File: config.mk
export PLATFORM = sky130hd
export DESIGN_NAME = multi_channel_watchdog
export DESIGN_NICKNAME = d
export VERILOG_FILES = /design/src/rtl/multi_channel_watchdog.sv
export SDC_FILE = /design/constraint.sdc
export NUM_CORES = 1
export LEC_CHECK = 0
export CAP_MARGIN = 30
export CORE_ASPECT_RATIO = 1.5
export CORE_UTILIZATION = 50
export CTS_BUF_LIST = sky130_fd_sc_hd__clkbuf_16
export CTS_CLUSTER_DIAMETER = 100
export DETAILED_ROUTE_END_ITERATION = 8
export GPL_TIMING_DRIVEN = 0
export PLACE_DENSITY = 0.7
export SYNTH_ARGS = -nofsm -noshare
export SYNTH_HDL_FRONTEND = slang
export SYNTH_SLANG_ARGS = --single-unit
File: constraint.sdc
create_clock -name clk -period 10.58 [get_ports clk]
set_input_delay 1.058 -clock clk [delete_from_list [all_inputs] [get_ports clk]]
set_output_delay 1.058 -clock clk [all_outputs]
set_load 0.02 [all_outputs]
File: src/rtl/multi_channel_watchdog.sv
// Multi-channel watchdog timer.
// Each channel supervises one heartbeat source: it warns after WARN_CYCLES
// idle cycles and trips after TIMEOUT idle cycles. A trip is sticky until the
// channel's clear pulse. Any new trip launches (or extends) a RST_PULSE-cycle
// reset request for the system reset sequencer.
// Optional build macro WD_TRIP_COUNT_EN adds saturating per-channel trip counters.
// state_dbg exposes every channel FSM state, 2 bits per channel at [2i+1:2i]:
// 0 = DISABLED, 1 = ARMED, 2 = WARN, 3 = TRIPPED.
module multi_channel_watchdog #(
    parameter int NUM_CH      = 4,
    parameter int CNT_W       = 32,
    parameter int TIMEOUT     = 100000000,
    parameter int WARN_CYCLES = 75000000,
    parameter int RST_PULSE   = 16
) (
    input  logic                  clk,
    input  logic                  rst,
    input  logic [NUM_CH-1:0]     enable,
    input  logic [NUM_CH-1:0]     heartbeat,
    input  logic [NUM_CH-1:0]     clear,
    input  logic                  force_reset,
    output logic [NUM_CH-1:0]     warning,
    output logic [NUM_CH-1:0]     triggered,
    output logic                  any_triggered,
    output logic                  reset_req,
    output logic [2*NUM_CH-1:0]   state_dbg
`ifdef WD_TRIP_COUNT_EN
    ,
    output logic [8*NUM_CH-1:0]   trip_count
`endif
);

    localparam logic [1:0] ST_DISABLED = 2'd0;
    localparam logic [1:0] ST_ARMED    = 2'd1;
    localparam logic [1:0] ST_WARN     = 2'd2;
    localparam logic [1:0] ST_TRIPPED  = 2'd3;

    localparam int PULSE_W = $clog2(RST_PULSE + 1);

    localparam logic [CNT_W-1:0]   TIMEOUT_C = CNT_W'(TIMEOUT);
    localparam logic [CNT_W-1:0]   WARN_C    = CNT_W'(WARN_CYCLES);
    localparam logic [PULSE_W-1:0] PULSE_C   = PULSE_W'(RST_PULSE);

    // Reject parameter sets that cannot produce a warning before the trip,
    // would need a counter wider than CNT_W, or would never request a reset.
    generate
        if (WARN_CYCLES >= TIMEOUT) begin : g_bad_warn
            $fatal(1, "multi_channel_watchdog: WARN_CYCLES must be below TIMEOUT");
        end
        if (CNT_W < 64 && 64'(TIMEOUT) >= (64'd1 << CNT_W)) begin : g_bad_timeout
            $fatal(1, "multi_channel_watchdog: TIMEOUT does not fit in CNT_W bits");
        end
        if (RST_PULSE == 0) begin : g_bad_pulse
            $fatal(1, "multi_channel_watchdog: RST_PULSE must be at least 1");
        end
    endgenerate

    logic [1:0]         state_q [NUM_CH];
    logic [1:0]         state_d [NUM_CH];
    logic [CNT_W-1:0]   cnt_q   [NUM_CH];
    logic [CNT_W-1:0]   cnt_d   [NUM_CH];
    logic [CNT_W-1:0]   cnt_inc [NUM_CH];
    logic [NUM_CH-1:0]  trip_d;
    logic [NUM_CH-1:0]  trig_prev;
    logic [PULSE_W-1:0] pulse_q;

    // Per-channel next state: force > clear > heartbeat > timeout > enable drop.
    always_comb begin
        trip_d = '0;
        for (int i = 0; i < NUM_CH; i++) begin
            state_d[i] = state_q[i];
            cnt_d[i]   = cnt_q[i];
            cnt_inc[i] = cnt_q[i] + CNT_W'(1);
            if (force_reset && (enable[i] || state_q[i] == ST_TRIPPED)) begin
                // Counter is frozen once tripped.
                state_d[i] = ST_TRIPPED;
            end else begin
                case (state_q[i])
                    ST_DISABLED: begin
                        cnt_d[i] = '0;
                        if (enable[i]) begin
                            state_d[i] = ST_ARMED;
                        end
                    end
                    ST_ARMED, ST_WARN: begin
                        if (heartbeat[i]) begin
                            state_d[i] = ST_ARMED;
                            cnt_d[i]   = '0;
                        end else if (cnt_inc[i] == TIMEOUT_C) begin
                            state_d[i] = ST_TRIPPED;
                        end else if (!enable[i]) begin
                            state_d[i] = ST_DISABLED;
                            cnt_d[i]   = '0;
                        end else begin
                            cnt_d[i] = cnt_inc[i];
                            if (cnt_inc[i] == WARN_C) begin
                                state_d[i] = ST_WARN;
                            end
                        end
                    end
                    default: begin
                        // TRIPPED ignores heartbeat and enable; only clear leaves.
                        if (clear[i]) begin
                            state_d[i] = enable[i] ? ST_ARMED : ST_DISABLED;
                            cnt_d[i]   = '0;
                        end
                    end
                endcase
            end
            trip_d[i] = (state_d[i] == ST_TRIPPED);
        end
    end

    // Channel state and counter registers, plus the registered trip OR.
    always_ff @(posedge clk) begin
        if (rst) begin
            for (int i = 0; i < NUM_CH; i++) begin
                state_q[i] <= ST_DISABLED;
                cnt_q[i]   <= '0;
            end
            any_triggered <= 1'b0;
        end else begin
            for (int i = 0; i < NUM_CH; i++) begin
                state_q[i] <= state_d[i];
                cnt_q[i]   <= cnt_d[i];
            end
            any_triggered <= |trip_d;
        end
    end

    // Output decode straight from the state registers.
    always_comb begin
        warning   = '0;
        triggered = '0;
        state_dbg = '0;
        for (int i = 0; i < NUM_CH; i++) begin
            warning[i]            = (state_q[i] == ST_WARN);
            triggered[i]          = (state_q[i] == ST_TRIPPED);
            state_dbg[2*i +: 2]   = state_q[i];
        end
    end

    // Reset request stretcher: reload on any new trip, count down otherwise.
    always_ff @(posedge clk) begin
        if (rst) begin
            trig_prev <= '0;
            pulse_q   <= '0;
        end else begin
            trig_prev <= triggered;
            if (|(triggered & ~trig_prev)) begin
                pulse_q <= PULSE_C;
            end else if (pulse_q != '0) begin
                pulse_q <= pulse_q - PULSE_W'(1);
            end
        end
    end

    assign reset_req = (pulse_q != '0);

`ifdef WD_TRIP_COUNT_EN
    logic [7:0] tc_q [NUM_CH];

    // Saturating count of entries into TRIPPED; only rst clears it.
    always_ff @(posedge clk) begin
        if (rst) begin
            for (int i = 0; i < NUM_CH; i++) begin
                tc_q[i] <= '0;
            end
        end else begin
            for (int i = 0; i < NUM_CH; i++) begin
                if (trip_d[i] && state_q[i] != ST_TRIPPED && tc_q[i] != 8'hFF) begin
                    tc_q[i] <= tc_q[i] + 8'd1;
                end
            end
        end
    end

    // Pack the per-channel counters onto the output bus.
    always_comb begin
        trip_count = '0;
        for (int i = 0; i < NUM_CH; i++) begin
            trip_count[8*i +: 8] = tc_q[i];
        end
    end
`endif

endmodule

==> results of run 1 <==
[worst max-delay path, cell delays in order (launching register included)]
cell and delay, ps:
dfxtp_1 480, ha_1 340, and3_1 180, clkbuf_1 240
nand3_1 280, clkbuf_1 330, nor2_1 300, a31oi_1 210
nor4_1 520, nand4_1 250, nand2_1 380, nor2_1 220
clkbuf_1 370, a21oi_1 240, nor2_1 50
[cells in the mapped netlist, types with 7 or more instances]
library cell,count
nand3b_1,34
nand2_1,82
a21oi_1,165
or2_2,8
nand4b_1,12
nand2b_1,14
nor3_1,44
nor2b_1,24
o21ai_0,132
nor4_1,44
or4_1,21
or3_1,61
clkbuf_1,92
buf_2,17
xnor2_1,22
and4_1,18
o21a_1,7
nand4_1,52
inv_1,34
a31oi_1,38
o31ai_1,9
dfxtp_1,146
and3_1,25
nand3_1,77
ha_1,19
nor2_1,141
mux2i_1,12
xor2_1,14
and2_1,7
o31a_1,11
[state kept, by name, summed over array words and instances (netlist names)]
signal,count
any_triggered,1
pulse_q,5
trig_prev,4
state_q,8
cnt_q,128
[per-stage QoR]
stage                     setup slack [ps]  cells  hold WS (ps)   util  total power, W
final                                 6040   1817           507  0.564         0.00145
after global routing                  5670   1817           551  0.564         0.00150
after CTS                             6160   1817           502  0.564         0.00145
after detailed placement              6180   1785           491  0.536        0.000826
after global placement                6150   1785           487  0.536        0.000823
after floorplan                       7190   1490           463      -        0.000741
[power by group]
part           switching [W]  internal, W  leakage (nW)
combinational       0.000156    0.0000817          2.35
sequential         0.0000156     0.000564          1.18
clock               0.000264     0.000369         0.294
[final cells by class]
type | count | share of cell area
buffer | 116 | 0.0405
clock inverter | 15 | 0.0137
sequential | 146 | 0.247
timing repair buffer | 27 | 0.0228
tap | 268 | 0.0283
clock buffer | 17 | 0.0359
multi-input combinational | 1193 | 0.601
inverter | 35 | 0.0111
[worst min-delay path by stage]
| stage | cells after the start | from | slack (ps) | end |
|---|---|---|---|---|
| 2_1_floorplan | 2 | cnt_q[1][31] | 460 | cnt_q[1][31] |
| 3_3_place_gp | 2 | cnt_q[2][31] | 490 | cnt_q[2][31] |
| 3_5_place_dp | 2 | cnt_q[2][31] | 490 | cnt_q[2][31] |
| 4_1_cts | 2 | cnt_q[2][31] | 500 | cnt_q[2][31] |
| 5_1_grt | 2 | cnt_q[3][31] | 550 | cnt_q[3][31] |
| 6_report | 2 | cnt_q[2][31] | 510 | cnt_q[2][31] |
[cells by family (layout without fill, tap and decap cells)]
family | after synthesis | after routing | synth area share
XOR/XNOR | 36 | 36 | 0.0296
AO/OA/AOI/OAI | 425 | 425 | 0.232
flip-flops | 146 | 146 | 0.275
buffers and inverters | 151 | 210 | 0.0574
adder cells (fa/ha/maj) | 19 | 19 | 0.0223
multiplexers | 13 | 13 | 0.0123
AND/OR/NAND/NOR | 700 | 700 | 0.371
[per-layer routing]
layer  global-route usage  vias up  wire length [µm]
li1                     -     5666                 -
met1                0.363     5595             13700
met2                0.552      436             17100
met3               0.0405      121              1700
met4                0.178        0              1600
met5                    0        -                 0
==> impl_metrics.tcl, run 1 <==
set metrics [dict create \
    grt_pass1_vias 11200 \
    fp-row-count 65 \
    regArea_um2 2920 \
    nets 1570 \
    ff2ff_path_depth 14 \
    grt_pass1_wl_um 55700 \
    cts_root_buf "clkbuf_16" \
    final_cell_mix "165 x a21oi_1, 146 x dfxtp_1, 141 x nor2_1" \
    cts_tree "done" \
    tns_ps 0 \
    wirelength_um 34100 \
    layout-drive-gt1-share 0.0504 \
    drv_slew 0 \
    r2r-end "cnt_q[0][15]" \
    required_ps 10890 \
    grt-ovfl-total 0 \
    die_h_um 181 \
    crit_type "flop to flop" \
    port_buffers 27 \
    fmax_ghz 0.220 \
    place_area_um2 11200 \
    clk_pin_slew_ps 70 \
    antenna_found_initial 0 \
    fp.dieArea_um2 21900 \
    synth_area_leaders "dfxtp_1 27%, a21oi_1 7.8%, o21ai_0 6.2%, nor2_1 5.0%, nand3_1 3.6%" \
    drc 0 \
    critical_path_arrival_ps 4840 \
    antenna_cells 0 \
    boundaryPins 33 \
    min_path_type "flop to flop" \
    r2r_slack_ps 6040 \
    synth_area_um2 10600 \
    fin_area_um2 11800 \
    cts_buffers 17 \
    min_period_ps 4540 \
    netlist_instances 1490 \
    critical_path.startpoint "cnt_q[0][0]" \
    syn_nets 1524 \
    crit_end "cnt_q[0][15]" \
    final_antenna_net_count 0 \
    post_drt_wl_per_cell_um 18.8 \
    start_kind "flop" \
    chipWidth_um 121 \
    yosysTopAreaCell "dfxtp_1" \
    clock_sinks 146 \
    path_max_fanout 10 \
    vdd_drop_max_uv 136 \
    ys_warn_count 0 \
    synth-seq-cells 146 \
    initial_core_util 0.507 \
    grt_use_total 0.315 \
    vias 11800 \
    synth_cell_types 80 \
    max_cap_viol_count 0 \
    final_common_cell "a21oi_1" \
    tightest_slew_ps 1010 \
    grt_max_degree 17 \
    rsz0062_at_grt "false" \
    area_growth_pct 11.2 \
    synthArstFlopShare 0 \
    hpwl_um 24800 \
    clock_path_buffers 2 \
    setup_viol 0 \
    post_cts.repair.setup_buffers 0 \
    ys_seq_area_frac 0.275 \
    synth_edf_count 0 \
    multi_input_area_um2 7110 \
    syn_area_per_cell_um2 7.14 \
    fillCellCount 2035 \
    insertion_delay_ps 440 \
    synth_ff_type "dfxtp_1" \
    regToRegStartpoint "cnt_q[0][0]" \
    synth_top_area_frac 0.275 \
    cp-end-kind "flop" \
    cts_resized 0 \
    drt_iter0_drc 1022 \
    status "finished, final reports clean" \
    firstDrtPassIters 6 \
    viasPerCell 6.50 \
    h-tree-depth 4 \
    hold_viol 0 \
    place_congestion 0.969 \
    core_um2 21000 \
    power_leakage_nw 3.82 \
    power_density_nw_per_um2 123 \
    ctsHoldBuffers 0 \
    relSlewSlack 0.323 \
    period_share 0.429 \
    clock_skew_ps 9.88 \
]
Note: power is estimated with default switching activity, not from simulation.
==> run 2: changes to the inputs <==
Clock period 10.58 ns to 4.2 ns, I/O delays scaled along.
==> impl_metrics.tcl, run 2 (synthesized netlist as in run 1, its figures left out) <==
set metrics [dict create \
    chipWidth_um 121 \
    setup_viol 0 \
    reg_top3 "cnt_q (128), state_q (8), pulse_q (5)" \
    cpMaxStageDelayCell "or4_1" \
    path_cells "ha_2 -> and3_1 -> clkbuf_1 -> nand3_1 -> clkbuf_2 -> nor2_2 -> a31oi_1 -> a211o_1 -> or4_1 -> o311a_1 -> o31ai_2 -> a21o_1 -> o211ai_1" \
    regToRegStartpoint "cnt_q[0][1]" \
    fp-row-count 65 \
    cpPeakStageDelay_ps 540 \
    clock_sinks 146 \
    ctsHoldBuffers 0 \
    path_max_fanout 10 \
    required_ps 4500 \
    r2r-end "any_triggered" \
    antenna_cells 0 \
    p_total_w 0.00367 \
    hold_viol 0 \
    firstDrtPassIters 6 \
    viasPerCell 6.51 \
    final_util 0.574 \
    fin_area_um2 12100 \
    cts_root_buf "clkbuf_16" \
    largest_reg_flops 128 \
    critPathTopFamily "compound AO/OA/AOI/OAI gates" \
    grt-ovfl-total 0 \
    period_share 0.954 \
    final_cell_mix "165 x a21oi_1, 146 x dfxtp_1, 138 x nor2_1" \
    critical_path_arrival_ps 4310 \
    hpwl_um 24800 \
    port_buffers 27 \
    tns_ps 0 \
    clock_path_buffers 2 \
    fmax_ghz 0.250 \
    area_growth_pct 13.3 \
    grt_pass1_vias 11200 \
    vdd_drop_max_uv 344 \
    fillCellCount 2019 \
    regMostFlops "cnt_q" \
    cts_buffers 17 \
    drc 0 \
    crit_type "flop to flop" \
    power_density_nw_per_um2 304 \
    start_kind "flop" \
    final_common_cell "a21oi_1" \
    final_antenna_net_count 0 \
    hold_end "cnt_q[2][31]" \
    hold_depth 2 \
    drt_iter0_drc 976 \
    place_area_um2 11200 \
    boundaryPins 33 \
    hold_start "cnt_q[2][31]" \
    final_cells 1824 \
    vias 11900 \
    die_h_um 181 \
    wirelength_um 34400 \
    relSlewSlack 0.344 \
    layout-drive-gt1-share 0.0758 \
    grt_max_degree 17 \
    clock_skew_ps 9.81 \
    antenna_found_initial 0 \
    status "finished, final reports clean" \
    cts_tree "done" \
    insertion_delay_ps 440 \
    nets 1577 \
    cp.buffers_inverters 2 \
    tightest_slew_ps 975 \
    cp-end-kind "flop" \
    min_period_ps 4010 \
    power_leakage_nw 3.93 \
    ff2ff_path_depth 13 \
    post_drt_wl_per_cell_um 18.9 \
    grt_pass1_wl_um 55700 \
    min_path_type "flop to flop" \
    max_cap_viol_count 0 \
    fp.dieArea_um2 21900 \
    grt_use_total 0.315 \
    core_um2 21000 \
    drv_slew 0 \
    place_inst 1785 \
    r2r_slack_ps 190 \
    h-tree-depth 4 \
    clk_pin_slew_ps 70 \
    place_congestion 0.969 \
    initial_core_util 0.507 \
]
-- run 2: what timing repair did --
item / in CTS / in global routing
setup buffers: 0 / 8
endpoints found under the setup margin: 31 / 100
resized for setup: 5 / 42
pin swaps: 0 / 4
-- run 2: layer usage --
| metal | wire length [µm] | share of wire | vias up | GRT usage |
|---|---|---|---|---|
| met1 | 13800 | 0.40 | 5627 | 0.363 |
| met4 | 1560 | 0.045 | 0 | 0.178 |
| met2 | 17300 | 0.50 | 471 | 0.552 |
| met5 | 0 | 0 | - | 0 |
| met3 | 1790 | 0.052 | 118 | 0.0405 |
| li1 | - | - | 5667 | - |
-- run 2: worst min-delay path, delay by kind of cell (launching register included) --
family	cells	cell delay [ps]
AOI/OAI and AO/OA	2	140
DFF	1	320
-- run 2: report_power, final --
group / internal, W / switching [W] / leakage (nW)
clock network: 0.000930 / 0.000667 / 0.294
logic: 0.000212 / 0.000397 / 2.45
registers: 0.00142 / 0.0000396 / 1.18
total: 0.00256 / 0.00110 / 3.93
-- run 2: worst max path at each step --
stage                       from       endpoint  slack, ps  cells past startpoint
global route        cnt_q[1][11]  any_triggered         -1                     12
finish               cnt_q[0][1]  any_triggered        190                     13
CTS                  cnt_q[3][0]   cnt_q[3][22]         50                     14
floorplan           cnt_q[0][12]  any_triggered        810                     11
global placement     cnt_q[0][0]   cnt_q[0][15]       -230                     14
detailed placement   cnt_q[0][0]   cnt_q[0][15]       -200                     14
-- run 2: metrics by stage --
| step | worst slack, ps | hold slack (ps) |
|---|---|---|
| 4_1_cts | 48.8 | 502 |
| 6_report | 194 | 502 |
| 2_1_floorplan | 806 | 463 |
| 5_1_grt | -1.06 | 551 |
| 3_3_place_gp | -231 | 487 |
| 3_5_place_dp | -195 | 491 |
-- run 2: layout make-up --
| cell class | count | area, µm² | share of cell area |
|---|---|---|---|
| clock buffer | 17 | 425 | 0.0353 |
| multi-input combinational | 1193 | 7250 | 0.602 |
| clock inverter | 15 | 163 | 0.0135 |
| inverter | 35 | 131 | 0.0109 |
| tap | 268 | 335 | 0.0278 |
| sequential | 146 | 2920 | 0.243 |
| buffer | 115 | 493 | 0.0409 |
| timing repair buffer | 35 | 330 | 0.0274 |
